[src/rtl/riscv_pkg.sv]
// Shared types and constants for the riscv32 fetch/decode stage.
package riscv_pkg;

  localparam int unsigned INSTR_W = 32;

  typedef enum logic [1:0] {
    IDLE  = 2'd0,
    FETCH = 2'd1,
    HOLD  = 2'd2,
    HALT  = 2'd3
  } fetch_state;

  localparam logic [6:0]         OPC_OP_IMM  = 7'b0010011;
  localparam logic [INSTR_W-1:0] INSTR_ECALL = 32'h0000_0073;

  // Decoded I-type fields as presented to the datapath.
  typedef struct packed {
    logic [11:0] imm12;
    logic [4:0]  rs1;
    logic [2:0]  opcode;
    logic [4:0]  rd;
  } itype_fields_t;

  // addi x0, x0, 0
  localparam itype_fields_t NOP_FIELDS = '{imm12: 12'h000, rs1: 5'd0, opcode: 3'd0, rd: 5'd0};

endpackage

[src/rtl/itype_decode.sv]
// Combinational I-type field slicing with OP-IMM and ECALL classification.
module itype_decode
  import riscv_pkg::*;
(
  input  logic [INSTR_W-1:0] instr,
  output itype_fields_t      fields_c,
  output logic               is_op_imm_c,
  output logic               is_ecall_c
);

  assign fields_c.imm12  = instr[31:20];
  assign fields_c.rs1    = instr[19:15];
  assign fields_c.opcode = instr[14:12];
  assign fields_c.rd     = instr[11:7];

  assign is_op_imm_c = (instr[6:0] == OPC_OP_IMM);
  assign is_ecall_c  = (instr == INSTR_ECALL);

endmodule

[src/rtl/fetch_decode.sv]
// Fetch/decode stage: fetches RV32I words, presents OP-IMM fields for a fixed
// number of cycles, and halts on ECALL or any non-OP-IMM instruction.
module fetch_decode
  import riscv_pkg::*;
#(
  parameter int unsigned WIDTH       = 32,
  parameter int unsigned PC_BITS     = 8,
  parameter int unsigned HOLD_CYCLES = 3
) (
  input  logic               clk,
  input  logic               rst,
  input  logic               run,
  output logic               imem_req,
  output logic [PC_BITS-1:0] imem_addr,
  input  logic               imem_ack,
  input  logic [WIDTH-1:0]   imem_rdata,
  output logic [2:0]         opcode,
  output logic [4:0]         rd,
  output logic [4:0]         rs1,
  output logic [11:0]        imm12,
  output logic               issue,
  output logic               halt,
  output logic               illegal
);

  localparam int unsigned      CNT_W    = (HOLD_CYCLES > 1) ? $clog2(HOLD_CYCLES) : 1;
  localparam logic [CNT_W-1:0] CNT_LAST = CNT_W'(HOLD_CYCLES - 1);

  fetch_state         state_q, state_d;
  logic [PC_BITS-1:0] pc_q, pc_d;
  logic [CNT_W-1:0]   cnt_q, cnt_d;
  itype_fields_t      fields_q, fields_d;
  logic               req_q, req_d;
  logic               issue_q, issue_d;
  logic               halt_q, halt_d;
  logic               illegal_q, illegal_d;

  itype_fields_t      dec_fields;
  logic               dec_op_imm;
  logic               dec_ecall;

  itype_decode u_decode (
    .instr       (imem_rdata),
    .fields_c    (dec_fields),
    .is_op_imm_c (dec_op_imm),
    .is_ecall_c  (dec_ecall)
  );

  // State register
  always_ff @(posedge clk) begin
    if (rst) begin
      state_q <= IDLE;
    end else begin
      state_q <= state_d;
    end
  end

  // Datapath registers; every output comes straight from one of these
  always_ff @(posedge clk) begin
    if (rst) begin
      pc_q      <= '0;
      cnt_q     <= '0;
      fields_q  <= NOP_FIELDS;
      req_q     <= 1'b0;
      issue_q   <= 1'b0;
      halt_q    <= 1'b0;
      illegal_q <= 1'b0;
    end else begin
      pc_q      <= pc_d;
      cnt_q     <= cnt_d;
      fields_q  <= fields_d;
      req_q     <= req_d;
      issue_q   <= issue_d;
      halt_q    <= halt_d;
      illegal_q <= illegal_d;
    end
  end

  // Next-state and next-register values; req_d/fields_d look one cycle ahead
  always_comb begin
    state_d   = state_q;
    pc_d      = pc_q;
    cnt_d     = cnt_q;
    fields_d  = NOP_FIELDS;
    req_d     = 1'b0;
    issue_d   = 1'b0;
    halt_d    = halt_q;
    illegal_d = illegal_q;

    case (state_q)
      IDLE: begin
        if (run) begin
          state_d = FETCH;
          req_d   = 1'b1;
        end
      end

      FETCH: begin
        req_d = 1'b1;
        if (imem_ack) begin
          req_d = 1'b0;
          if (dec_op_imm) begin
            state_d  = HOLD;
            fields_d = dec_fields;
            cnt_d    = '0;
            issue_d  = 1'b1;
          end else begin
            state_d   = HALT;
            halt_d    = 1'b1;
            illegal_d = !dec_ecall;
          end
        end
      end

      HOLD: begin
        fields_d = fields_q;
        cnt_d    = cnt_q + CNT_W'(1);
        if (cnt_q == CNT_LAST) begin
          pc_d     = pc_q + PC_BITS'(1);
          fields_d = NOP_FIELDS;
          cnt_d    = '0;
          if (run) begin
            state_d = FETCH;
            req_d   = 1'b1;
          end else begin
            state_d = IDLE;
          end
        end
      end

      HALT: begin
      end

      default: begin
        state_d = IDLE;
      end
    endcase
  end

  assign imem_req  = req_q;
  assign imem_addr = pc_q;
  assign opcode    = fields_q.opcode;
  assign rd        = fields_q.rd;
  assign rs1       = fields_q.rs1;
  assign imm12     = fields_q.imm12;
  assign issue     = issue_q;
  assign halt      = halt_q;
  assign illegal   = illegal_q;

endmodule

[config.mk]
export PLATFORM = sky130hd
export DESIGN_NAME = fetch_decode
export DESIGN_NICKNAME = d
export VERILOG_FILES = /design/src/rtl/riscv_pkg.sv /design/src/rtl/itype_decode.sv /design/src/rtl/fetch_decode.sv
export SDC_FILE = /design/constraint.sdc
export NUM_CORES = 1
export LEC_CHECK = 0
export ABC_CLOCK_PERIOD_IN_PS = 2950
export CAP_MARGIN = 20
export CORE_UTILIZATION = 45
export DETAILED_ROUTE_END_ITERATION = 16
export GPL_TIMING_DRIVEN = 1
export PLACE_DENSITY = 0.83
export SLEW_MARGIN = 20
export SYNTH_ARGS = -nofsm -noshare
export SYNTH_HDL_FRONTEND = slang
export SYNTH_SLANG_ARGS = --single-unit
export TNS_END_PERCENT = 50
[constraint.sdc]
create_clock -name clk -period 2.95 [get_ports clk]
set_input_delay 0.4425 -clock clk [delete_from_list [all_inputs] [get_ports clk]]
set_output_delay 0.4425 -clock clk [all_outputs]
set_load 0.02 [all_outputs]
==> metrics.yaml, run 1 <==
yosys:
  yosysUniqueCellTypes: 38
  netlist_area_sq_mm: 0.001795
  ys_ff_latch: 41
  syn_inst: 191
  syn-num-nets: 233
  ys_seq_area_share_pct: 45.71
  synth_area_per_cell_sq_um: 9.400
  yosys_warnings: 0
grt:
  grt-ovfl-total: 0
  grt_start_max_net_pins: 42
  grt_pass1_wl_um: 7155
  antenna_found_initial: 0
  grt_pass1_vias: 1562
  grt_util_all_layers_pct: 21.90
worst_setup_path:
  critPathSlowestCell: "and2_1"
  required_ns: 3.18
  critical-path-top-delay-family: "simple AND/OR/NAND/NOR gates"
  critPathKind: "flop to flop"
  worstPathCellList: "inv_1 -> ha_1 -> and2_1 -> a32oi_1 -> nor2_1"
  cp-end-kind: "flop"
  worst-path-buf-inv: 1
  arrival_ns: 2.13
  critPathLaunchType: "flop"
  slowest_delay_ns: 0.74
  path_max_fanout: 25
clock_tree:
  cts_resized: 0
  clockBufferDepth: 2
  cts_tree: "done"
  root_buffer: "clkbuf_8"
  cts_buffers: 5
  htreeDepth: 2
  cts_num_sinks: 41
  postCtsSetupBuffers: 0
  clk_pin_slew_ns: 0.08
  ctsHoldBuffers: 0
  clk_latency_ns: 0.29
pwr:
  switching_power_uw: 413.9
  leakage_uw: 0.0009083
  power.total_uw: 1425
  seq_power_share_pct: 42.3
  power_density_mw_per_mm2: 542.7
  clkPwrFrac_pct: 32.8
  swShare_pct: 29.04
  p_comb_share_pct: 24.9
  internal_power_uw: 1011
  irDropWorstVdd_uv: 369.9
cells_and_area:
  diodes: 0
  fin_nets: 299
  drive_gt1_share_pct: 5.814
  area_delta_synth_final_pct: 46.27
sta:
  min_period_ns: 1.900
  clock_skew_ns: 0.005782
  fin_tns_setup_ns: 0
  worstMarginPinSlew_ns: 0.8366
  max_slew_margin_pct: 44.23
  rsz0062_at_grt: "false"
  clock.fmax_mhz: 526.4
  finalSetupViolCount: 0
  period_share_pct: 64.40
  hold_viol: 0
  final_max_slew_viol_count: 0
hold_path:
  hold_class: "flop to flop"
floorplanning:
  core-area_sq_mm: 0.003744
  die_width_um: 65.17
  die_area_sq_mm: 0.004246
  placementRows: 22
  ioPinCount: 73
  start_util_pct: 47.96
  die_height_um: 65.17
drt:
  dr.pass1.iters: 5
  dr_total_vias: 1738
  wl_per_cell_um: 14.55
  drc_errors: 0
  drt_iter0_drc: 163
  wl_um: 4453
  vias_per_cell: 5.680
  ant_nets: 0
status:
  status: "finished clean"
place:
  dp_hpwl_um: 3115
  port_buffers: 72
  place_congestion: 0.7809
flow_run:
  maxCapViolations: 0
## path summary, 6_finish.rpt
check,cells past startpoint,slack [ns],end,from
max,5,1.05,imm12[4]$_SDFFE_PP0P_,state_q[0]$_SDFFE_PP0P_
min,2,0.50,imm12[8]$_SDFFE_PP0P_,imm12[8]$_SDFFE_PP0P_
max reg2reg,5,1.05,imm12[4]$_SDFFE_PP0P_,state_q[0]$_SDFFE_PP0P_
min reg2reg,2,0.50,imm12[8]$_SDFFE_PP0P_,imm12[8]$_SDFFE_PP0P_
## cell type report
class                   count  area, sq um
clock buffers               6        82.58
clock inverters             2        37.54
fillers                   311         1117
inverters                   4        15.01
multi-input cells         131        874.6
flip-flops and latches     41        820.8
well taps                  48        60.06
repair buffers             74        735.7
## cell usage in the layout, fill, tap and decap left out, types with 2 or more instances in the layout
cell,instances
clkdlybuf4s50_1,72
a32oi_1,25
inv_1,4
ha_1,6
nand4_1,2
a211oi_1,2
nor4_1,6
buf_4,2
o21ai_0,5
and3b_1,2
xnor2_1,3
mux2i_1,2
clkbuf_8,6
dfxtp_1,41
a21oi_1,4
nor2_1,39
nand2_1,6
nand3_1,5
nor3_1,4
xor2_1,3
nor2b_1,2
## state kept, by name, indices dropped and copies added, names as in the netlist
register / cells
state_q: 2
halt: 1
rd: 5
imem_addr: 8
imm12: 12
cnt_q: 2
imem_req: 1
rs1: 5
issue: 1
opcode: 3
illegal: 1
## synthesized netlist by cell type
cell | number | share of area [%]
dfxtp_1 | 41 | 46
nor2_1 | 39 | 8.2
a32oi_1 | 25 | 12
buf_2 | 8 | 2.2
ha_1 | 6 | 4.2
nand2_1 | 6 | 1.3
nor4_1 | 6 | 2.1
nand3_1 | 5 | 1.4
o21ai_0 | 5 | 1.4
a21oi_1 | 4 | 1.1
clkbuf_1 | 4 | 0.84
inv_1 | 4 | 0.84
nor3_1 | 4 | 1.1
xnor2_1 | 3 | 1.5
xor2_1 | 3 | 1.5
a211oi_1 | 2 | 0.84
and3b_1 | 2 | 0.98
mux2i_1 | 2 | 1.1
nand4_1 | 2 | 0.70
nor2b_1 | 2 | 0.70
a2111oi_4 | 1 | 1.5
a21oi_2 | 1 | 0.49
a31oi_1 | 1 | 0.35
and2_1 | 1 | 0.35
and2_2 | 1 | 0.42
and4b_1 | 1 | 0.56
buf_4 | 1 | 0.42
buf_6 | 1 | 0.63
clkdlybuf4s50_2 | 1 | 0.63
nand2b_1 | 1 | 0.35
nand3b_1 | 1 | 0.42
nand4b_1 | 1 | 0.49
nor3b_1 | 1 | 0.42
nor4b_4 | 1 | 1.3
o211a_1 | 1 | 0.56
or3_1 | 1 | 0.35
or3_2 | 1 | 0.42
or4b_1 | 1 | 0.56
## per-layer routing
metal	routed length (um)	GRT usage, %
met5	0	0
met4	61	8.152
met3	309	6.076
met2	1986	32.35
met1	2096	30.16
## worst reg2reg max path: cells and delay by family (launching register included)
kind | cells | cell delay [ns]
AO/OA/AOI/OAI | 1 | 0.13
AND/OR/NAND/NOR | 2 | 0.86
buffers and inverters | 1 | 0.10
adder cells (fa/ha/maj) | 1 | 0.39
flip-flops | 1 | 0.36
## stage by stage
step	cell area (sq um)	std cells	setup WS (ns)	utilization [%]	hold slack, ns
floorplan	1795	191	1.422	-	0.4934
global placement	2506	298	0.8103	66.95	0.4640
detailed placement	2506	298	0.8099	66.95	0.4740
CTS	2626	306	1.044	70.15	0.4974
global route	2626	306	0.8435	70.15	0.5165
finish	2626	306	1.050	70.15	0.4957
## power groups by stage
| stage | Combinational, uW | Clock [uW] | Sequential [uW] |
|---|---|---|---|
| floorplan | 223 | 0 | 624 |
| global placement | 347 | 0 | 613 |
| detailed placement | 352 | 0 | 614 |
| CTS | 354 | 478 | 602 |
| global route | 386 | 507 | 606 |
| finish | 355 | 468 | 602 |
## cell families after synthesis
family | Yosys count | share of synthesized area (%)
muxes | 2 | 1.115
and+or+nand+nor | 77 | 22.02
buffers and inverters | 19 | 5.575
AOI/OAI and AO/OA | 40 | 18.47
DFF | 41 | 45.71
xor gates and xnor gates | 6 | 2.927
adders and majority gates | 6 | 4.181
Note: power is estimated with default switching activity, not from simulation.
==> run 2: changes to the inputs <==
--- a/config.mk
+++ b/config.mk
@@ -5,12 +5,12 @@
 export SDC_FILE = /design/constraint.sdc
 export NUM_CORES = 1
 export LEC_CHECK = 0
-export ABC_CLOCK_PERIOD_IN_PS = 2950
+export ABC_CLOCK_PERIOD_IN_PS = 1800
 export CAP_MARGIN = 20
-export CORE_UTILIZATION = 45
+export CORE_UTILIZATION = 43
 export DETAILED_ROUTE_END_ITERATION = 16
 export GPL_TIMING_DRIVEN = 1
-export PLACE_DENSITY = 0.83
+export PLACE_DENSITY = 0.8
 export SLEW_MARGIN = 20
 export SYNTH_ARGS = -nofsm -noshare
 export SYNTH_HDL_FRONTEND = slang
==> constraint.sdc (replaced) <==
create_clock -name clk -period 1.8 [get_ports clk]
set_input_delay 0.27 -clock clk [delete_from_list [all_inputs] [get_ports clk]]
set_output_delay 0.27 -clock clk [all_outputs]
set_load 0.02 [all_outputs]
==> metrics.yaml, run 2 (synthesis gave the netlist of run 1 again) <==
floorplanning:
  die_height_um: 66.62  # was 65.17 um
  placementRows: 23  # was 22
  die_area_sq_mm: 0.004438  # was 0.004246 sq mm
  core-area_sq_mm: 0.004000  # was 0.003744 sq mm
  ioPinCount: 73  # unchanged
  start_util_pct: 44.89  # was 47.96%
  die_width_um: 66.62  # was 65.17 um
grt:
  grt_pass1_wl_um: 6872  # was 7155 um
  grt_util_all_layers_pct: 20.81  # was 21.90%
  grt_start_max_net_pins: 29  # was 42
  grt_pass1_vias: 1417  # was 1562
  antenna_found_initial: 0  # unchanged
  grt-ovfl-total: 0  # unchanged
place:
  dp_slack_ns: -0.1159  # was 0.8099 ns
  port_buffers: 72  # unchanged
  place_congestion: 0.7237  # was 0.7809
  placed_cell_area_sq_mm: 0.002579  # was 0.002506 sq mm
  dp_hpwl_um: 3226  # was 3115 um
  dp.cells: 306  # was 298
worst_setup_path:
  path_max_fanout: 6  # was 25
  required_ns: 1.53  # was 3.18 ns
  r2r_start: "state_q[0]$_SDFFE_PP0P_"  # unchanged
  endpoint: "imem_addr[0]"  # was imm12[4]$_SDFFE_PP0P_
  slowest_delay_ns: 0.65  # was 0.74 ns
  critPathLaunchType: "flop"  # unchanged
  arrival_ns: 1.38  # was 2.13 ns
  cp_num_cells: 1  # was 5
  startpoint: "imem_addr[0]$_SDFFE_PP0P_"  # was state_q[0]$_SDFFE_PP0P_
  rrSetupSlack_ns: 0.16  # was 1.05 ns
  r2r-end: "state_q[1]$_SDFFE_PP0P_"  # was imm12[4]$_SDFFE_PP0P_
  critical-path-top-delay-family: "buffers and inverters"  # was simple AND/OR/NAND/NOR gates
  critPathSlowestCell: "clkdlybuf4s50_1"  # was and2_1
  critPathKind: "flop to primary output"  # was flop to flop
  cp-end-kind: "primary output"  # was flop
  worstPathCellList: "clkdlybuf4s50_1"  # was inv_1 -> ha_1 -> and2_1 -> a32oi_1 -> nor2_1
  worst-path-buf-inv: 1  # unchanged
  r2r_cells: 6  # was 5
sta:
  clock_skew_ns: 0.004196  # was 0.005782 ns
  final_max_slew_viol_count: 0  # unchanged
  fin_ws_ns: 0.1505  # was 1.050 ns
  worstMarginPinSlew_ns: 0.3417  # was 0.8366 ns
  rsz0062_at_grt: "false"  # unchanged
  max_slew_margin_pct: 77.22  # was 44.23%
  min_period_ns: 1.649
  hold_viol: 0  # unchanged
  finalSetupViolCount: 0  # unchanged
  clock.fmax_mhz: 606.2
  period_share_pct: 91.64
pwr:
  power_density_mw_per_mm2: 915.9  # was 542.7 mW/mm^2
  irDropWorstVdd_uv: 497.4  # was 369.9 uV
  leakage_uw: 0.0009552  # was 0.0009083 uW
drt:
  drc_errors: 0  # unchanged
  drt_iter0_drc: 143  # was 163
  vias_per_cell: 5.360  # was 5.680
  dr_total_vias: 1683  # was 1738
  wl_per_cell_um: 14.34  # was 14.55 um
  wl_um: 4503  # was 4453 um
  dr.pass1.iters: 4  # was 5
  ant_nets: 0  # unchanged
clock_tree:
  clockBufferDepth: 2  # unchanged
  root_buffer: "clkbuf_8"  # unchanged
  clk_latency_ns: 0.29  # about the same
  cts_num_sinks: 41  # unchanged
  clk_pin_slew_ns: 0.08  # about the same
  ctsHoldBuffers: 0  # unchanged
  cts_tree: "done"  # unchanged
  cts_buffers: 5  # unchanged
  htreeDepth: 2  # unchanged
cells_and_area:
  final_common_cell: "clkdlybuf4s50_1"  # unchanged
  finalInstanceArea_sq_mm: 0.002719  # was 0.002626 sq mm
  fin_nets: 305  # was 299
  layout_common_cells: "clkdlybuf4s50_1, dfxtp_1, nor2_1"  # unchanged
  fin_cells: 314  # was 306
  fillers: 326  # was 311
  drive_gt1_share_pct: 8.333  # was 5.814%
  largest_reg_flops: 12  # unchanged
  area_delta_synth_final_pct: 51.43  # was 46.27%
  diodes: 0  # unchanged
status:
  status: "finished clean"  # unchanged
flow_run:
  maxCapViolations: 0  # unchanged
hold_path:
  hold_class: "flop to flop"  # unchanged
## run 2: changes by cell type in the layout (fill, tap and decap cells not counted)
cell / previous run / this run
buf_4: 2 / 6
buf_12: 0 / 2
bufinv_16: 1 / 2
clkbuf_8: 6 / 5
clkinvlp_4: 1 / 0
ha_1: 6 / 5
ha_2: 0 / 1
inv_6: 0 / 1
## run 2: per-layer routing
layer / vias to the layer above / routed length (um) / global-route usage, %
met5: - / 0 / 0
met4: 0 / 68 / 7.979
met3: 5 / 227 / 5.651
met2: 45 / 2129 / 31.44
met1: 782 / 2076 / 27.87
li1: 851 / - / -
## run 2: area by class of cell
class | count | area (sq um) | area share [%]
Tap cell | 50 | 62.56 | 2.301
Timing Repair Buffer | 80 | 805.8 | 29.64
Clock inverter | 3 | 68.82 | 2.531
Multi-Input combinational cell | 131 | 877.1 | 32.26
Inverter | 4 | 15.01 | 0.5522
Clock buffer | 5 | 68.82 | 2.531
Sequential cell | 41 | 820.8 | 30.19
## run 2: worst min-delay path by stage
stage	from	end	slack, ns	depth (start not counted)
5_1_grt	halt$_SDFFE_PP0P_	halt$_SDFFE_PP0P_	0.52	2
4_1_cts	halt$_SDFFE_PP0P_	halt$_SDFFE_PP0P_	0.49	2
6_report	imm12[10]$_SDFFE_PP0P_	imm12[10]$_SDFFE_PP0P_	0.49	2
2_1_floorplan	imem_ack	issue$_SDFF_PP0_	0.39	2
3_3_place_gp	halt$_SDFFE_PP0P_	halt$_SDFFE_PP0P_	0.45	2
3_5_place_dp	halt$_SDFFE_PP0P_	halt$_SDFFE_PP0P_	0.47	2
## run 2: timing repair
action,CTS,global route
endpoints found under the setup margin,0,4
endpoints found under the hold margin,0,0
buffers inserted,0,0
gates resized for setup,0,1
## run 2: where the power goes
group | leakage, uW | switching [uW] | internal, uW
logic | 0.000555 | 334 | 284
registers | 0.000331 | 36.9 | 949
clock network | 0.0000687 | 328 | 558
total | 0.000955 | 699 | 1790
## run 2: metrics by stage
stage	hold WS [ns]	total power (uW)	util, %	TNS [ns]
2_1_floorplan	0.3883	1388	-	0
3_3_place_gp	0.4544	1606	64.47	-0.1249
3_5_place_dp	0.4708	1612	64.47	-0.2523
4_1_cts	0.4946	2510	67.91	0
5_1_grt	0.5155	2621	67.97	0
6_report	0.4925	2490	67.97	0
## run 2: worst min-delay path, stage by stage, from the launching register on
cell and delay, ns:
dfxtp_1 0.33, a32oi_1 0.05, nor2_1 0.08
